$ cat config.mk
export PLATFORM = sky130hd
export DESIGN_NAME = kevin_serial_detector
export DESIGN_NICKNAME = d
export VERILOG_FILES = /design/src/rtl/kevin_serial_detector_pkg.sv /design/src/rtl/kevin_serial_detector_nibble_match.sv /design/src/rtl/kevin_serial_detector.sv
export SDC_FILE = /design/constraint.sdc
export NUM_CORES = 1
export LEC_CHECK = 0
export BUFFER_PORTS_ARGS = -buffer_cell sky130_fd_sc_hd__buf_2
export CORE_MARGIN = 2
export CORE_UTILIZATION = 40
export DETAILED_ROUTE_END_ITERATION = 7
export GPL_TIMING_DRIVEN = 1
export HOLD_SLACK_MARGIN = 0.06
export MAX_ROUTING_LAYER = met4
export PLACE_DENSITY = 0.69
export SYNTH_ARGS = -nofsm -noshare
export SYNTH_HDL_FRONTEND = slang
export SYNTH_SLANG_ARGS = --single-unit
export TNS_END_PERCENT = 30
$ cat constraint.sdc
create_clock -name clk -period 2.7 [get_ports clk]
set_clock_uncertainty 0.1 [all_clocks]
set_input_delay 0.54 -clock clk [delete_from_list [all_inputs] [get_ports clk]]
set_output_delay 0.54 -clock clk [all_outputs]
set_load 0.05 [all_outputs]
$ cat src/rtl/kevin_serial_detector_pkg.sv
// ---------------------------------------------------------------------------
// kevin_pkg
// Shared definitions for the Kevin-number serial detector: nibble width,
// Kevin-set membership mask, the collector FSM state type and the
// membership lookup helper.
// Kevin set = {1,5,6,7,9,10,12,14}; bit i of the mask set means value i hits.
// ---------------------------------------------------------------------------
package kevin_pkg;

    localparam int               NIBBLE_W       = 4;
    localparam logic [15:0]      KEVIN_SET_MASK = 16'h56E2;

    typedef enum logic {
        IDLE    = 1'b0,
        COLLECT = 1'b1
    } state_t;

    function automatic logic is_kevin(input logic [NIBBLE_W-1:0] nibble);
        return KEVIN_SET_MASK[nibble];
    endfunction

endpackage

$ cat src/rtl/kevin_serial_detector_nibble_match.sv
// ---------------------------------------------------------------------------
// kevin_nibble_match
// Purely combinational Kevin-set membership lookup on one nibble.
// Ports:
//   nibble  in   4  value to classify
//   match   out  1  1 when nibble is in the Kevin set
// ---------------------------------------------------------------------------
module kevin_nibble_match
    import kevin_pkg::*;
(
    input  logic [NIBBLE_W-1:0] nibble,
    output logic                match
);

    assign match = is_kevin(nibble);

endmodule

$ cat src/rtl/kevin_serial_detector.sv
// ---------------------------------------------------------------------------
// kevin_serial_detector
// Assembles a qualified serial bit stream into 4-bit nibbles (MSB-first by
// default), emits each completed nibble with a one-cycle valid pulse and its
// Kevin-set hit flag, and keeps a saturating count of hit nibbles.
//
// Ports:
//   clk           in   1      single clock, rising edge
//   rst           in   1      synchronous active-high reset
//   bit_in        in   1      serial data bit
//   bit_valid     in   1      bit_in is sampled on this edge when high
//   sync_clr      in   1      drop any partial nibble (frame resync)
//   nibble_out    out  4      last completed nibble
//   nibble_valid  out  1      one-cycle pulse when nibble_out/hit update
//   hit           out  1      nibble_out is in the Kevin set
//   busy          out  1      1 while 1-3 bits of a partial nibble are held
//   hit_count     out  CNT_W  saturating count of hit nibbles
//
// Build option:
//   KEVIN_LSB_FIRST_EN  when defined, bits are assembled LSB-first (first
//                       accepted bit lands in nibble_out[0]).
// ---------------------------------------------------------------------------
module kevin_serial_detector
    import kevin_pkg::*;
#(
    parameter int CNT_W = 8
) (
    input  logic                clk,
    input  logic                rst,
    input  logic                bit_in,
    input  logic                bit_valid,
    input  logic                sync_clr,
    output logic [NIBBLE_W-1:0] nibble_out,
    output logic                nibble_valid,
    output logic                hit,
    output logic                busy,
    output logic [CNT_W-1:0]    hit_count
);

    localparam logic [CNT_W-1:0] CNT_MAX = {CNT_W{1'b1}};

    state_t              state, state_nxt;
    logic [1:0]          bit_cnt, bit_cnt_nxt;
    logic [NIBBLE_W-1:0] sr, sr_nxt;
    logic                emit;
    logic                match;

    // Next-state / shift / emit decision
    always_comb begin
        state_nxt   = state;
        bit_cnt_nxt = bit_cnt;
        sr_nxt      = sr;
        emit        = 1'b0;
        if (sync_clr) begin
            // Resync wins over a coincident bit, including a 4th bit.
            state_nxt   = IDLE;
            bit_cnt_nxt = 2'd0;
        end else if (bit_valid) begin
`ifdef KEVIN_LSB_FIRST_EN
            sr_nxt = {bit_in, sr[NIBBLE_W-1:1]};
`else
            sr_nxt = {sr[NIBBLE_W-2:0], bit_in};
`endif
            if (bit_cnt == 2'd3) begin
                emit        = 1'b1;
                state_nxt   = IDLE;
                bit_cnt_nxt = 2'd0;
            end else begin
                state_nxt   = COLLECT;
                bit_cnt_nxt = bit_cnt + 2'd1;
            end
        end
    end

    // Classify the value being emitted this edge.
    kevin_nibble_match u_match (
        .nibble (sr_nxt),
        .match  (match)
    );

    // State and output registers
    always_ff @(posedge clk) begin
        if (rst) begin
            state        <= IDLE;
            bit_cnt      <= 2'd0;
            sr           <= '0;
            nibble_out   <= '0;
            nibble_valid <= 1'b0;
            hit          <= 1'b0;
            hit_count    <= '0;
        end else begin
            state        <= state_nxt;
            bit_cnt      <= bit_cnt_nxt;
            sr           <= sr_nxt;
            nibble_valid <= emit;
            if (emit) begin
                nibble_out <= sr_nxt;
                hit        <= match;
                if (match && (hit_count != CNT_MAX))
                    hit_count <= hit_count + 1'b1;
            end
        end
    end

    // State is a register, so busy is registered as well.
    assign busy = (state == COLLECT);

endmodule
==> results.ini, run 1 <==
[detailed_routing]
wl_per_cell_um=12.1
routed_wl_um=1820
route.antenna.remaining_nets=0
drtIter0Drc=11
firstDrtPassIters=4
vias_per_cell=5.23
route.vias.total=789
route.detailed.drc=0

[final_layout]
nets=129
num_antenna_cells=0
drive_above_1_share_pct=30.6
layout_common_cells=dfxtp_1, buf_2, nor2_1
fin_area_um2=1180
syn2layout_area_growth_pct=11.9
final_common_cell=dfxtp_1

[power]
powerDensity_nw_per_um2=432
ir_drop_v=0.000240
p_leak_nw=0.536

[synthesis]
synthArstFlopShare_pct=0
yosysWarnings=0
syn_inst=102
avgSynthCellArea_um2=10.3
synth-edff-count=0
ys.flop_type=dfxtp_1
synth_area_um2=1050
syn_nets=109
synth.distinct_cells=36
ys_ff_latch=21
synth-seq-area-share_pct=40.0

[timing]
hold_violations=0
setup-violations-final=0
worst_pin_slew_ns=0.418
tns_ns=0
finalCritPeriodShare_pct=76.1
max_freq_ghz=0.487
layout_min_cycle_time_ns=2.05
fin_ws_ns=0.646
slew_headroom_pct=72.1
rsz0062_at_grt=false
slew_viol_final=0

[floorplan]
die_w_um=55.3
core_um2=2480
die_y_um=55.3
start_util_pct=42.5
rows=18
pin_count=20
die_area_um2=3060

[placement]
postPlaceCellArea_um2=1150
pre_cts_ws_ns=0.422
gp_congestion=0.737
portBuffers=19
hpwl_um=1300

[clocking]
root_buffer=clkbuf_4
clkLatencyLatePin_ns=0.31
ctsResizeCount=0
clk_pin_slew_worst_paths_ns=0.14
cts_tree=built
clockBufferDepth=2
cts.sinks=21
cts_hold_buf=0
numCtsBuffers=3
post-cts-setup-buffer-count=0
h-tree-depth=1

[global_route]
grt_max_degree=27
grt.overflow.total=0
antenna_found_initial=0
grt_usage_pct=12.7
grt_pass1_wl_um=3070
grt_pass1_vias=691

[setup_path]
crit_type=reg2reg
cp.arrival_ns=2.16
required_ns=2.81
rr_worst_depth=6
end_kind=register
startpoint=bit_cnt[0]$_SDFFE_PP0P_
r2r-start=bit_cnt[0]$_SDFFE_PP0P_
worstSetupStartpointType=register
critPathCapture=hit_count[5]$_SDFFE_PP0P_
path_max_fanout=10
r2r_slack_ns=0.65
r2r-end=hit_count[5]$_SDFFE_PP0P_

[job]
max_cap_viol_count=0

[outcome]
status=finished clean

[min_path]
hold_depth=2
hold_path.class=in2reg

-- worst min-delay path by stage --
| stage | slack (ns) | endpoint | start |
|---|---|---|---|
| 2_1_floorplan | 0.38 | sr[3]$_SDFF_PP0_ | sr[3]$_SDFF_PP0_ |
| 3_3_place_gp | 0.38 | nibble_out[2]$_SDFFE_PP0P_ | nibble_out[2]$_SDFFE_PP0P_ |
| 3_5_place_dp | 0.38 | nibble_out[1]$_SDFFE_PP0P_ | nibble_out[1]$_SDFFE_PP0P_ |
| 4_1_cts | 0.35 | bit_cnt[1]$_SDFFE_PP0P_ | sync_clr |
| 5_1_grt | 0.37 | bit_cnt[1]$_SDFFE_PP0P_ | sync_clr |
| 6_report | 0.36 | bit_cnt[1]$_SDFFE_PP0P_ | sync_clr |
-- synthesized netlist by cell type (2+ instances only) --
cell / count / share of area [%]
mux2_4: 2 / 2.9
ha_1: 2 / 2.4
inv_1: 2 / 0.71
mux2i_1: 10 / 9.5
buf_6: 3 / 3.2
and4b_2: 2 / 2.1
nand3_1: 3 / 1.4
dfxtp_1: 21 / 40
a311oi_1: 2 / 1.7
a21oi_1: 4 / 1.9
nand2b_1: 5 / 3.0
nor3_1: 4 / 1.9
nand4_1: 2 / 1.2
nor2_1: 17 / 6.1
and2b_1: 2 / 1.4
-- per-layer routing --
layer	track usage, %	vias to the layer above	part of all wire [%]
met5	-	-	0
met4	6.27	0	1.6
met2	18.4	12	44
met3	2.34	2	3.0
met1	16.9	370	51
li1	-	405	-
-- power by group --
| part | switching (mW) | internal [mW] | total, mW | leakage (nW) |
|---|---|---|---|---|
| registers | 0.00272 | 0.313 | 0.315 | 0.170 |
| clock network | 0.106 | 0.0564 | 0.163 | 0.0139 |
| logic | 0.0196 | 0.0117 | 0.0313 | 0.352 |
-- sequential cells by signal (all words and copies together), names as in the netlist --
register and count:
bit_cnt 2, busy 1, hit 1, hit_count 8, nibble_out 4, nibble_valid 1
sr 4
-- worst max-delay path, cell delays in order, from the launching register on --
cell	delay, ns
dfxtp_1	0.38
ha_1	0.24
nand3b_4	0.16
o21bai_1	0.24
a21oi_4	0.24
nor4bb_4	0.27
mux2_4	0.32
-- through the flow --
step,hold WS [ns],instances,power [mW],util (%)
2_1_floorplan,0.384,102,0.349,-
4_1_cts,0.350,151,0.515,47.5
3_3_place_gp,0.375,147,0.353,46.3
6_report,0.359,151,0.509,47.5
5_1_grt,0.371,151,0.524,47.5
3_5_place_dp,0.384,147,0.353,46.3
-- layout make-up --
type,instances,area [µm²]
repair buffers,19,95.1
clock buffers,3,22.5
clock inverters,1,7.51
well taps,30,37.5
fillers,241,1300
flip-flops and latches,21,420
inverters,2,7.51
multi-input cells,75,587
-- cell families (layout without fill, tap and decap cells) --
family                   after synthesis  after routing  synth area share (%)
adder cells (fa/ha/maj)                2              2                  2.38
flip-flops                            21             21                  40.0
buffers and inverters                  6             25                  4.28
AO/OA/AOI/OAI                         15             15                  12.6
XOR/XNOR                               1              1                 0.832
AND/OR/NAND/NOR                       45             45                  27.6
multiplexers                          12             12                  12.4
Note: power is estimated with default switching activity, not from simulation.
==> run 2, diff against run 1 <==
Clock period 2.7 ns to 2 ns, I/O delays scaled along.
==> run 2 against run 1 <==
Against the previous run: combinational power rose by 43%; via count increased by 2.4%; first-iteration DRC count up 18%; sequential share of layout area fell by 0.72 points; power is 33% higher; final cell count rose by 2.6%; worst hold slack got worse by 0.13 ns; critical path depth decreased by 1; design area grew 2.7%; critical path type unchanged; critical endpoint unchanged; highest routed layer unchanged.
==> results.ini, run 2 (synthesis results as in run 1) <==
[outcome]
status=finished clean  ; unchanged

[clocking]
clockBufferDepth=2  ; unchanged
root_buffer=clkbuf_4  ; unchanged
post-cts-setup-buffer-count=0  ; unchanged
clk_pin_slew_worst_paths_ns=0.12  ; was 0.14 ns
cts_hold_buf=0  ; unchanged
numCtsBuffers=3  ; unchanged
cts_tree=built  ; unchanged
h-tree-depth=1  ; unchanged
cts.sinks=21  ; unchanged
ctsResizeCount=0  ; unchanged
clkLatencyLatePin_ns=0.31  ; about the same

[setup_path]
cp.arrival_ns=2.02  ; was 2.16 ns
required_ns=2.11  ; was 2.81 ns
end_kind=register  ; unchanged
max_stage_delay_ns=0.36  ; was 0.38 ns
path_max_fanout=6  ; was 10
crit_chain=ha_1 > and3_1 > and2b_1 > nor4bb_4 > mux2_4  ; was ha_1 > nand3b_4 > o21bai_1 > a21oi_4 > nor4bb_4 > mux2_4
rr_worst_depth=5  ; was 6
crit_type=reg2reg  ; unchanged
worstSetupStartpointType=register  ; unchanged
cp_slowest_cell=dfxtp_2  ; was dfxtp_1
r2r_slack_ns=0.09  ; was 0.65 ns
r2r-start=hit_count[0]$_SDFFE_PP0P_  ; was bit_cnt[0]$_SDFFE_PP0P_
r2r-end=hit_count[5]$_SDFFE_PP0P_  ; unchanged

[timing]
layout_min_cycle_time_ns=1.91  ; was 2.05 ns
slew_headroom_pct=71.7  ; was 72.1%
max_freq_ghz=0.524  ; was 0.487 GHz
slew_viol_final=0  ; unchanged
tns_ns=0  ; unchanged
hold_violations=0  ; unchanged
rsz0062_at_grt=false  ; unchanged
finalCritPeriodShare_pct=95.4  ; was 76.1%
setup-violations-final=0  ; unchanged
worst_pin_slew_ns=0.424  ; was 0.418 ns

[floorplan]
die_y_um=55.3  ; unchanged
start_util_pct=42.5  ; unchanged
core_um2=2480  ; unchanged
die_w_um=55.3  ; unchanged
pin_count=20  ; unchanged
die_area_um2=3060  ; unchanged
rows=18  ; unchanged

[final_layout]
nets=133  ; was 129
layout_common_cells=dfxtp_1, buf_2, nor2_1  ; unchanged
fillerInstances=256  ; was 241
num_antenna_cells=0  ; unchanged
fin_util_pct=48.8  ; was 47.5%
syn2layout_area_growth_pct=14.9  ; was 11.9%
drive_above_1_share_pct=34.4  ; was 30.6%
top_regs=hit_count (8), nibble_out (4), sr (4)  ; unchanged
largest_reg_flops=8  ; unchanged
largest_register=hit_count  ; unchanged
fin_area_um2=1210  ; was 1180 µm²

[min_path]
holdPathEnd=bit_cnt[0]$_SDFFE_PP0P_  ; was bit_cnt[1]$_SDFFE_PP0P_
hold_depth=2  ; unchanged
min_from=sync_clr  ; unchanged
hold_path.class=in2reg  ; unchanged

[global_route]
grt.overflow.total=0  ; unchanged
grt_max_degree=27  ; unchanged
grt_usage_pct=14.0  ; was 12.7%
grt_pass1_wl_um=3350  ; was 3070 µm
grt_pass1_vias=729  ; was 691
antenna_found_initial=0  ; unchanged

[detailed_routing]
wl_per_cell_um=12.7  ; was 12.1 µm
route.vias.total=808  ; was 789
firstDrtPassIters=4  ; unchanged
routed_wl_um=1970  ; was 1820 µm
vias_per_cell=5.21  ; was 5.23
route.detailed.drc=0  ; unchanged
route.antenna.remaining_nets=0  ; unchanged
drtIter0Drc=13  ; was 11

[placement]
postPlaceCellArea_um2=1180  ; was 1150 µm²
hpwl_um=1400  ; was 1300 µm
portBuffers=19  ; unchanged
gp_congestion=0.787  ; was 0.737

[job]
max_cap_viol_count=0  ; unchanged

[power]
p_leak_nw=0.554  ; was 0.536 nW
ir_drop_v=0.000403  ; was 0.000240 V
powerDensity_nw_per_um2=560  ; was 432 nW/µm²

==> run 2: cell count changes in the layout (fill, tap and decap cells not counted) <==
cell and delta:
buf_4 +4, clkbuf_1 +1, clkinvlp_4 -1, dfxtp_1 -2, dfxtp_2 +2, ha_1 -1
ha_2 +1
==> run 2: cell type report <==
class | count | area (µm²) | area share, %
tap | 30 | 37.5 | 3.11
sequential | 21 | 423 | 35.0
timing repair buffer | 23 | 125 | 10.4
clock buffer | 4 | 26.3 | 2.17
multi-input combinational | 75 | 589 | 48.8
inverter | 2 | 7.51 | 0.621
==> run 2: metal layers <==
| layer | global-route usage [%] | share of wire [%] | vias to the layer above |
|---|---|---|---|
| li1 | - | - | 412 |
| met1 | 17.4 | 48 | 381 |
| met2 | 21.4 | 46 | 13 |
| met3 | 4.45 | 4.6 | 2 |
| met4 | 5.23 | 0.96 | 0 |
| met5 | - | 0 | - |
==> run 2: stage by stage <==
step	power, mW	worst slack, ns	std cells	hold WS [ns]
CTS	0.687	0.0985	155	0.209
global placement	0.478	0.123	151	0.373
finish	0.677	0.0917	155	0.227
global route	0.711	0.00861	155	0.242
detailed placement	0.480	0.0477	151	0.381
floorplan	0.471	0.0872	102	0.379
==> run 2: worst max-delay path: cells and delay by family, from the launching register on <==
kind,cells,cell delay [ns]
adder cells (fa/ha/maj),1,0.24
flip-flops,1,0.36
multiplexers,1,0.32
AND/OR/NAND/NOR,3,0.81
==> run 2: power breakdown <==
group / switching, mW / internal [mW] / leakage [nW]
combinational: 0.0275 / 0.0173 / 0.369
clock: 0.128 / 0.0779 / 0.0150
sequential: 0.00403 / 0.422 / 0.171
==> run 2: worst max path at each step <==
stage | from | endpoint | slack [ns] | depth (start not counted)
2_1_floorplan | hit_count[0]$_SDFFE_PP0P_ | hit_count[5]$_SDFFE_PP0P_ | 0.09 | 5
3_3_place_gp | sync_clr | hit_count[2]$_SDFFE_PP0P_ | 0.12 | 7
3_5_place_dp | sync_clr | hit_count[2]$_SDFFE_PP0P_ | 0.05 | 7
4_1_cts | hit_count[0]$_SDFFE_PP0P_ | hit_count[5]$_SDFFE_PP0P_ | 0.1 | 5
5_1_grt | hit_count[0]$_SDFFE_PP0P_ | hit_count[5]$_SDFFE_PP0P_ | 0.009 | 5
6_report | hit_count[0]$_SDFFE_PP0P_ | hit_count[5]$_SDFFE_PP0P_ | 0.09 | 5
